===== src/rtl/mem_lsu_pkg.sv =====
// mem_lsu_pkg: op codes, FSM states and op classification helpers for the MEM-stage load/store unit.
package mem_lsu_pkg;
  typedef enum logic [3:0] {
    LB = 4'd0, LBU = 4'd1, LH = 4'd2, LHU = 4'd3, LW = 4'd4,
    SB = 4'd5, SH = 4'd6, SW = 4'd7, LL = 4'd8, SC = 4'd9
  } op_e;
  typedef enum logic [1:0] {IDLE = 2'd0, ACCESS = 2'd1, DONE = 2'd2} state_e;
  localparam logic WRITE = 1'b1;
  localparam logic READ = 1'b0;
  function automatic logic is_load(op_e o);
    return o inside {LB, LBU, LH, LHU, LW, LL};
  endfunction
  function automatic logic is_store(op_e o);
    return o inside {SB, SH, SW, SC};
  endfunction
  function automatic logic is_half(op_e o);
    return o inside {LH, LHU, SH};
  endfunction
  function automatic logic is_word(op_e o);
    return o inside {LW, LL, SW, SC};
  endfunction
endpackage


===== src/rtl/mem_lsu_load_fmt.sv =====
// lsu_load_fmt: big-endian byte/halfword select with sign or zero extension of RAM read data.
module lsu_load_fmt
  import mem_lsu_pkg::*;
#(
  parameter int DATA_W = 32
) (
  input  op_e               op,
  input  logic [1:0]        a,
  input  logic [DATA_W-1:0] rdata,
  output logic [DATA_W-1:0] data
);
  logic [7:0] b;
  logic [15:0] h;
  always_comb begin
    b = a == 2'd0 ? rdata[31:24] : a == 2'd1 ? rdata[23:16] : a == 2'd2 ? rdata[15:8] : rdata[7:0];
    h = a[1] ? rdata[15:0] : rdata[31:16];
    data = op == LB  ? {{(DATA_W-8){b[7]}}, b} :
           op == LBU ? {{(DATA_W-8){1'b0}}, b} :
           op == LH  ? {{(DATA_W-16){h[15]}}, h} :
           op == LHU ? {{(DATA_W-16){1'b0}}, h} : rdata;
  end
endmodule


===== src/rtl/mem_lsu.sv =====
// mem_lsu: MEM-stage load/store unit driving the data RAM, with LL/SC link tracking,
// alignment exceptions and a pipeline stall held for the length of each access.
module mem_lsu
  import mem_lsu_pkg::*;
#(
  parameter int DATA_W = 32,
  parameter int ADDR_W = 32
) (
  input  logic              clk,
  input  logic              rst_n,
  input  logic              req_valid,
  input  logic [3:0]        req_op,
  input  logic [ADDR_W-1:0] req_addr,
  input  logic [DATA_W-1:0] req_wdata,
  input  logic [4:0]        req_wd,
  input  logic              req_wreg,
  input  logic              flush,
  output logic              ram_en,
  output logic              wr_en,
  output logic [3:0]        Bits_Sel,
  output logic [ADDR_W-1:0] ram_addr,
  output logic [DATA_W-1:0] data_to_ram,
  input  logic [DATA_W-1:0] data_from_ram,
  output logic              stall_req,
  output logic              resp_valid,
  output logic [DATA_W-1:0] resp_wdata,
  output logic [4:0]        resp_wd,
  output logic              resp_wreg,
  output logic              exc_adel,
  output logic              exc_ades,
  output logic [ADDR_W-1:0] bad_vaddr
);
  state_e state;
  op_e op, new_op;
  logic [ADDR_W-1:0] addr;
  logic [DATA_W-1:0] wdata, rdata, ld_data;
  logic [4:0] wd;
  logic wreg, exc, sc_ok, link;
  logic [ADDR_W-3:0] link_addr;
  logic take, mis, ld, st, sc_pass, acc;
  assign new_op = op_e'(req_op);
  assign take = state == IDLE && req_valid && !flush;
  assign mis = is_half(new_op) ? req_addr[0] : is_word(new_op) ? |req_addr[1:0] : 1'b0;
  assign ld = is_load(op);
  assign st = is_store(op);
  assign sc_pass = link && link_addr == addr[ADDR_W-1:2];
  assign acc = state == ACCESS && !flush;
  lsu_load_fmt #(.DATA_W(DATA_W)) u_fmt (.op(op), .a(addr[1:0]), .rdata(rdata), .data(ld_data));
  // A failed SC never reaches the RAM, so every RAM control is qualified by ram_en.
  always_comb begin
    ram_en = acc && (ld || st) && !(op == SC && !sc_pass);
    wr_en = ram_en && st ? WRITE : READ;
    Bits_Sel = !ram_en ? 4'b0000 :
               ld || op == SW || op == SC ? 4'b1111 :
               op == SH ? (addr[1] ? 4'b0011 : 4'b1100) : 4'b1000 >> addr[1:0];
    ram_addr = ram_en ? {addr[ADDR_W-1:2], 2'b00} : '0;
    data_to_ram = !wr_en ? '0 : op == SB ? {4{wdata[7:0]}} : op == SH ? {2{wdata[15:0]}} : wdata;
    stall_req = take || state == ACCESS;
    resp_valid = state == DONE && !flush;
    resp_wdata = !resp_valid || exc ? '0 : ld ? ld_data : op == SC ? DATA_W'(sc_ok) : '0;
    resp_wd = resp_valid ? wd : 5'd0;
    resp_wreg = resp_valid && wreg && !exc;
    exc_adel = resp_valid && exc && ld;
    exc_ades = resp_valid && exc && st;
    bad_vaddr = resp_valid && exc ? addr : '0;
  end
  always_ff @(posedge clk or negedge rst_n) begin
    if (!rst_n) begin
      state <= IDLE;
      op <= LB;
      addr <= '0;
      wdata <= '0;
      rdata <= '0;
      wd <= 5'd0;
      wreg <= 1'b0;
      exc <= 1'b0;
      sc_ok <= 1'b0;
      link <= 1'b0;
      link_addr <= '0;
    end else begin
      case (state)
        IDLE: if (take) begin
          op <= new_op;
          addr <= req_addr;
          wdata <= req_wdata;
          wd <= req_wd;
          wreg <= req_wreg;
          exc <= mis;
          state <= mis ? DONE : ACCESS;
        end
        ACCESS: begin
          rdata <= data_from_ram;
          sc_ok <= op == SC && sc_pass;
          state <= flush ? IDLE : DONE;
          if (op == LL) begin
            link <= 1'b1;
            link_addr <= addr[ADDR_W-1:2];
          end else if (op == SC || (st && addr[ADDR_W-1:2] == link_addr)) link <= 1'b0;
        end
        default: state <= IDLE;
      endcase
      if (flush) link <= 1'b0;
    end
  end
endmodule


===== config.mk =====
export PLATFORM = sky130hd
export DESIGN_NAME = mem_lsu
export DESIGN_NICKNAME = d
export VERILOG_FILES = /design/src/rtl/mem_lsu_pkg.sv /design/src/rtl/mem_lsu_load_fmt.sv /design/src/rtl/mem_lsu.sv
export SDC_FILE = /design/constraint.sdc
export NUM_CORES = 1
export LEC_CHECK = 0
export BUFFER_PORTS_ARGS = -buffer_cell sky130_fd_sc_hd__buf_2
export CORE_MARGIN = 5
export CORE_UTILIZATION = 53
export CTS_BUF_LIST = sky130_fd_sc_hd__clkbuf_8
export DETAILED_ROUTE_END_ITERATION = 10
export PLACE_DENSITY = 0.79
export SETUP_SLACK_MARGIN = 0.05
export SLEW_MARGIN = 20
export SYNTH_ARGS = -nofsm -noshare
export SYNTH_HDL_FRONTEND = slang
export SYNTH_HIERARCHICAL = 1
export SYNTH_SLANG_ARGS = --single-unit

===== constraint.sdc =====
create_clock -name clk -period 2.2 [get_ports clk]
set_clock_uncertainty 0.05 [all_clocks]
set_input_delay 0 -clock clk [delete_from_list [all_inputs] [get_ports clk]]
set_output_delay 0 -clock clk [all_outputs]
set_load 0.01 [all_outputs]

======== After elaboration in Yosys (flattened, before gate mapping) ========
Cells that the tools add are included.
operators by class
  shift-type cells ........................ 1
  eq/ne operators ......................... 23
  reductions and logical operators ........ 40
  mux-type cells .......................... 32
operators by type and width
  cell                  number
  $mux W32              11
  $eq A30 B30 Y1        2
  $eq A4 B3 Y1 const B  7
  $mux W8               3
  $eq A4 B2 Y1 const B  4
  $eq A4 B4 Y1 const B  4
  $logic_and A1 B1 Y1   16
  $mux W16              1
  $mux W4               4
  $mux W1               8
  $reduce_bool A4 Y1    2
  $logic_or A1 B1 Y1    6
  $mux W2               3
  $reduce_and A2 Y1     3
  $reduce_bool A3 Y1    2
  $reduce_bool A6 Y1    1
  $logic_not A1 Y1      5
  $mux W5               1
  $eq A2 B1 Y1 const B  2
  $eq A2 B2 Y1 const B  2
  $eq A4 B1 Y1 const B  1
  $logic_not A2 Y1      2
  $logic_not A4 Y1      1
  $pmux W2 S2           1
  other kinds (4)       4
word-level totals
  output and inout port bits .............. 144
  register bits ........................... 141
  word-level logic and storage cells ...... 107
  input bits .............................. 110

======== Longest topological paths before layout ========
Gate-level depths: netlist (run 1).
  depth after elaboration ................. 9
  gate-level depth with buffers ........... 7
  mapped depth without buffers ............ 5

======== Modules after synthesis ========
The synthesis (run 1) kept the hierarchy.
modules (own cells, without submodules)
  module        area an instance (µm²)  cells an instance  sequential area each (µm²)  instances
  mem_lsu       7272.0                  703                3528.4                      1
  lsu_load_fmt  800.8                   110                0.0                         1

======== Worst setup path before layout (run 1) ========
OpenSTA, ideal clock, no wires.
  kind .................................... flip-flop to output port
  start ................................... reg op[2]
  end ..................................... out data_to_ram[22]
  data arrival time ....................... 1.751 ns
  setup slack ............................. 0.399 ns
  data required time ...................... 2.150 ns
  stages on the path, launching flop included .. 8
  cells stage by stage .................... dfrtp_1 buf_4 nor2b_2 and2_1 buf_4 nor2_8 mux2_1 o2111a_1
on the way
  longest elaborated chain between the ends .. 8
  elaborated cells on any way between the ends .. 22
ends and longest elaborated chain
  what                                                      line                                  text
  start, declared                                           mem_lsu.sv:34                         op_e op, new_op;
  start signal, assigned                                    mem_lsu.sv:83                         op <= new_op;
  $eq A4 B1 Y1, or another cell as far along                mem_lsu_pkg.sv:11                     return o inside {LB, LBU, LH, LHU, LW, LL};
  $reduce_bool A6 Y1 or $reduce_bool A4 Y1 (tied branches)  mem_lsu_pkg.sv:11, mem_lsu_pkg.sv:14
  $logic_or A1 B1 Y1                                        mem_lsu.sv:51                         ram_en = acc && (ld || st) && !(op == SC && !sc_pass);
  $logic_and A1 B1 Y1 (2 in a row)                          mem_lsu.sv:51
  $logic_and A1 B1 Y1                                       mem_lsu.sv:52                         wr_en = ram_en && st ? WRITE : READ;
  $mux W1                                                   mem_lsu.sv:52
  $mux W32 *                                                mem_lsu.sv:57                         data_to_ram = !wr_en ? '0 : op == SB ? {4{wdata[7:0]}} : op == SH ? {2{wdata[15:0]}} : wdata;
  end, declared                                             mem_lsu.sv:22                         output logic [DATA_W-1:0] data_to_ram,
Mark *: on every way between the ends. The rest lies on a longest branch, timed or not.

======== Worst setup path after layout (run 1) ========
  start ................................... reg link_addr[11]
  end ..................................... out data_to_ram[29]
on the way
  longest elaborated chain between the ends .. 9
ends and longest elaborated chain
  what                    line           text
  start, declared         mem_lsu.sv:39  logic [ADDR_W-3:0] link_addr;
  start signal, assigned  mem_lsu.sv:97  link_addr <= addr[ADDR_W-1:2];
  $eq A30 B30 Y1          mem_lsu.sv:46  assign sc_pass = link && link_addr == addr[ADDR_W-1:2];
  $logic_and A1 B1 Y1     mem_lsu.sv:46
  $logic_not A1 Y1        mem_lsu.sv:51
  $logic_and A1 B1 Y1     mem_lsu.sv:51
  $logic_not A1 Y1        mem_lsu.sv:51
  $logic_and A1 B1 Y1     mem_lsu.sv:51
  $logic_and A1 B1 Y1     mem_lsu.sv:52
  $mux W1                 mem_lsu.sv:52
  $mux W32                mem_lsu.sv:57
Every way passes these cells.

==> results of run 1 <==
## per-stage QoR
stage,instances,power (mW)
after detailed placement,1226,6.96
final,1423,11.0
after global routing,1423,11.4
after global placement,1226,6.86
after floorplan,814,5.99
after CTS,1409,9.98
## final cells by class
class	instances	share of cell area, %
antenna	1	0.0193
tap	188	1.81
inverter	6	0.222
multi-input combinational	608	39.5
clock inverter	13	1.17
sequential	141	27.3
timing repair buffer	447	28.0
clock buffer	19	2.01
## per-layer routing
layer | global-route usage, % | wire length [µm] | up-vias
met5 | 0 | 0 | -
met1 | 38.4 | 12100 | 4302
li1 | - | - | 3635
met3 | 7.40 | 3110 | 160
met4 | 12.6 | 2050 | 0
met2 | 53.9 | 17100 | 653
## power by group
part	total [mW]	internal [mW]	switching (mW)	leakage, nW
clock	2.24	1.10	1.14	0.206
combinational	4.54	2.31	2.23	4.23
sequential	4.19	3.31	0.883	1.71
## worst paths after layout
path	start	to	slack, ps	cells past startpoint
worst max-delay path	link_addr[11]	data_to_ram[29]	-500	9
worst min-delay path	rst_n	rdata[13]	40	2
worst max register to register	link_addr[11]	link	260	6
worst min register to register	wd[2]	wd[2]	440	1
max in group asynchronous	rst_n	addr[14]	1330	3
min in group clk	req_valid	wd[0]	190	4
## worst register-to-register path, stage by stage, from the launching register on
cell and delay (ps):
dfrtp_1 440, xnor2_1 270, nand4_1 200, nor4_2 320, buf_4 170, and4_2 250, a311oi_1 100
## kinds of logic (layout without fill, tap and decap cells)
logic type	count (synthesis)	count (layout)	share of synthesized area [%]
AO/OA/AOI/OAI	82	82	6.85
AND/OR/NAND/NOR	348	348	21.1
XOR/XNOR	30	30	3.25
multiplexers	146	146	21.0
buffers and inverters	65	485	4.08
flip-flops	141	141	43.7
other	1	3	0.0465
## cell usage in the layout, fill, tap and decap left out, drive strengths merged, types with 8 or more instances in the layout
| master | netlist | layout |
|---|---|---|
| inv | 6 | 12 |
| mux2i | 24 | 24 |
| nor3 | 30 | 30 |
| buf | 36 | 334 |
| and3 | 41 | 41 |
| nor3b | 11 | 11 |
| nand2 | 136 | 136 |
| o22ai | 22 | 22 |
| dfrtp | 141 | 141 |
| mux2 | 115 | 115 |
| xnor2 | 24 | 24 |
| and2 | 34 | 34 |
| a21oi | 38 | 38 |
| dlygate4sd3 | 0 | 108 |
| clkbuf | 23 | 24 |
| nor2 | 64 | 64 |
| nor2b | 8 | 8 |
## what timing repair did
item                                    in CTS  in global routing
setup buffers                               37                  9
hold buffers                               108                  0
pin swaps                                   32                 72
gates resized for setup                     97                183
endpoints found under the hold margin      251                  0
endpoints found under the setup margin     126                104
cloned                                       6                  7
## registers in the layout, indices dropped and copies added, names as in the netlist, 2 cells and up
signal and count:
link_addr 30, wd 5, state 2, op 4
wdata 32, addr 32, rdata 32
==> flow_summary.yaml, run 1 <==
outcome:
  status: "finished, violations left"
  violations: "setup timing"
layout:
  regArea_um2: 3540
  design_area_um2: 13000
  syn2layout_area_growth_pct: 60.9
  final_net_count: 1331
  layout-drive-gt1-share_pct: 52.7
  fin_util_pct: 86.1
  multi_input_area_um2: 5130
  nFillCells: 661
drt:
  wire_per_inst_um: 24.1
  routed_wl_um: 34400
  drtIter0Drc: 797
  first_pass_iters: 5
  post_drt_via_cell_ratio: 6.15
  remaining_drc_errors: 0
  antenna_left: 0
  vias: 8750
sta:
  hold_ws_ps: 42.1
  drv_slew: 0
  hold_viol_final: 0
  finalCriticalPeriod_ps: 2700
  worst_slew_pin_slew_ps: 629
  max_slew_margin_pct: 58.1
  worst_slack_ps: -501
  setup-violations-final: 96
  rsz0062_at_grt: "yes"
  setup-tns-final_ps: -29910
  fmax_mhz: 370
  post-route-period-util_pct: 123
floorplanning:
  die-height_um: 133
  start_util_pct: 53.5
  rows: 45
  num_io_pins: 254
  dieArea_um2: 17800
  coreArea_um2: 15100
  die-width_um: 133
cts:
  cts_tree: "done"
  cts_buffers: 17
  clockRootBuffer: "clkbuf_8"
  path_clk_slew_ps: 100
  insertion_delay_ps: 460
  htreeDepth: 4
  clock_path_buffers: 2
  cts_sinks: 141
yosys:
  synth-seq-cells: 141
  synth_area_leader_cell: "dfrtp_1"
  netlist.area_leader.share_pct: 43.7
  yosys-top-cells-count: "141 x dfrtp_1, 136 x nand2_1, 109 x mux2_2, 62 x nor2_1, 41 x and3_1"
  netlist_area_um2: 8070
  synth_edf_count: 0
  seq_area_frac_synth_pct: 43.7
  ys.flop_type: "dfrtp_1"
  synth_area_leaders: "dfrtp_1 44%, mux2_2 15%, nand2_1 6.3%"
  syn_avg_cell_area_um2: 9.93
  async_flop_share_pct: 100
  synth.distinct_cells: 56
  yosys.cell_count.top_type: "dfrtp_1"
  syn_inst: 813
  yosysWarnings: 6
worst_setup_path:
  crit_chain: "xnor2_1, nand4_1, nor4_2, buf_4, a31oi_4, buf_12, clkbuf_16, nor3_2, buf_2"
  crit_arrival_ps: 2650
  cp-end-kind: "output pin"
  crit_slowest_cell: "dfrtp_1"
  cp-start-kind: "flip-flop"
  worst-path-buf-inv: 4
  cp_slowest_stage_delay_ps: 440
  crit_required_ps: 2150
  critPathTopFamily: "buffers and inverters"
  worstPathMaxFanout: 5
  worstSetupPathType: "reg -> out"
hold_path:
  min_path_type: "in -> async"
power:
  power_density_nw_per_um2: 844
  leakage_nw: 6.15
  ir_drop_mv: 0.673
grt:
  grt_pass1_wl_um: 44300
  grt_pass1_vias: 8386
  grt_overflow: 0
  antenna_found_initial: 1
  grt_usage_pct: 31.4
  grt_max_degree: 62
place:
  place_ws_ps: 49.1
  io_buffer_count: 251
  placed_cell_area_um2: 9630
  detailed_place_hpwl_um: 16700
  routabilityCongestion: 0.884
run:
  cap_violations: 0
No activity file was read; power rests on OpenSTA's default activity.
==> inputs of run 2 (changes only) <==
clock period = 3.1 ns   (was 2.2 ns; I/O delays follow)
==> run 2 against run 1 <==
Net effect: the flow now finishes without violations; die area unchanged; non-clock buffer count is 68 lower; flip-flop and latch count did not move; cell area down 16%; routed wire length fell by 27%; sequential share of layout area up 4.9 points; combinational power fell by 54%; cell count decreased by 4.6%; via count fell by 14%; worst hold slack better by 34 ps; critical path type unchanged; critical endpoint is now data_to_ram[6]; largest cell class unchanged.
==> flow_summary.yaml, run 2 (synthesized netlist as in run 1, its figures left out) <==
worst_setup_path:
  crit_slowest_cell: "nor4_4"
  cp-start-kind: "flip-flop"
  cp_slowest_stage_delay_ps: 490
  worstSetupPathType: "reg -> out"
  crit_arrival_ps: 2850
  cp-end-kind: "output pin"
  regToRegSetupSlack_ps: 1170
  rr_startpoint: "addr[13]"
  r2r-end: "link"
  rr_worst_depth: 5
  crit_chain: "xnor2_1, nand4_1, nor4_4, a31oi_4, buf_4, nor3b_1, buf_2"
  worstPathMaxFanout: 23
  crit_required_ps: 3050
floorplanning:
  die-height_um: 133
  coreArea_um2: 15100
  dieArea_um2: 17800
  die-width_um: 133
  num_io_pins: 254
  start_util_pct: 53.5
  rows: 45
hold_path:
  min_path_type: "in -> reg"
  holdCritStartpoint: "req_valid"
  holdPathStages: 5
  min_to: "exc"
cts:
  cts_sinks: 141
  cts_tree: "done"
  cts_buffers: 17
  clock_path_buffers: 2
  htreeDepth: 4
  path_clk_slew_ps: 80
  post_cts_buffers: 0
  insertion_delay_ps: 440
  clockRootBuffer: "clkbuf_8"
power:
  ir_drop_mv: 0.502
  leakage_nw: 5.53
  total_power_mw: 6.41
  power_density_nw_per_um2: 585
drt:
  remaining_drc_errors: 0
  vias: 7559
  drtIter0Drc: 454
  routed_wl_um: 25100
  wire_per_inst_um: 18.5
  antenna_left: 0
  first_pass_iters: 5
  post_drt_via_cell_ratio: 5.57
sta:
  worst_slack_ps: 205
  drv_slew: 0
  hold_viol_final: 0
  fmax_mhz: 345
  max_slew_margin_pct: 44.0
  hold_ws_ps: 75.9
  rsz0062_at_grt: "no"
  setup-violations-final: 0
  setup-tns-final_ps: 0
  post-route-period-util_pct: 93.4
  worst_slew_pin_slew_ps: 838
  finalCriticalPeriod_ps: 2900
grt:
  grt_usage_pct: 27.9
  grt_max_degree: 79
  grt_overflow: 0
  grt_pass1_wl_um: 39900
  grt_pass1_vias: 7797
  antenna_found_initial: 1
run:
  cap_violations: 0
layout:
  syn2layout_area_growth_pct: 35.9
  layout_commonest_cell: "buf_2"
  final_net_count: 1264
  fin_util_pct: 72.7
  mostFrequentLayoutCells: "250 x buf_2, 141 x dfrtp_1, 135 x nand2_1"
  reg_top3: "addr x32, rdata x32, wdata x32"
  finalNonFillerCells: 1357
  layout-drive-gt1-share_pct: 38.4
  design_area_um2: 11000
place:
  place_ws_ps: 560
  placed_cell_area_um2: 9470
  detailed_place_hpwl_um: 16000
  io_buffer_count: 251
  routabilityCongestion: 0.914
  dp.cells: 1214
outcome:
  status: "finished, final reports clean"
## run 2: cell count changes in the layout (fill, tap and decap cells not counted), moves of 16 or more
cell	before	now
nor2_1	29	62
o22ai_1	3	22
buf_2	220	250
a21oi_1	10	27
nor3_1	2	29
nor2_4	26	0
buf_4	40	18
buf_6	51	1
o22ai_2	16	0
## run 2: worst max-delay path by stage
stage,from,endpoint,slack [ps],depth (start not counted)
floorplan,op[2],data_to_ram[22],1300,7
global placement,addr[4],data_to_ram[5],630,7
detailed placement,addr[12],data_to_ram[13],560,7
CTS,addr[12],data_to_ram[13],50,7
global route,addr[13],data_to_ram[6],30,7
finish,addr[13],data_to_ram[6],200,7
## run 2: cell type report
| cell class | count | area, µm² |
|---|---|---|
| fill | 1082 | 4120 |
| clock inverter | 13 | 133 |
| multi-input combinational | 609 | 4280 |
| sequential | 141 | 3530 |
| tap | 188 | 235 |
| inverter | 6 | 22.5 |
| antenna | 3 | 7.51 |
| clock buffer | 18 | 248 |
| timing repair buffer | 379 | 2520 |
## run 2: worst max-delay path: cells and delay by family, from the launching register on
family	cells	cell delay (ps)
buffers and inverters	2	520
xor gates and xnor gates	1	190
DFF	1	450
and+or+nand+nor	3	940
AOI/OAI and AO/OA	1	300
## run 2: repair_timing
item                                    in CTS  in global routing
hold buffers                               108                  0
endpoints found under the setup margin       0                 52
hold endpoints to repair                   186                  0
gates resized for setup                      0                  6
## run 2: layer usage
metal  up-vias  part of all wire (%)  global-route usage (%)
li1       3505                     -                       -
met1      3646                    40                    34.1
met2       329                    49                    46.3
met3        79                   6.9                    7.74
met4         0                   4.3                    12.9
met5         -                     0                       0
## run 2: report_power, final
part	total (mW)	internal, mW	switching [mW]
Combinational	2.11	1.11	1.01
Sequential	2.88	2.34	0.536
Clock	1.42	0.670	0.750
Total	6.41	4.12	2.29
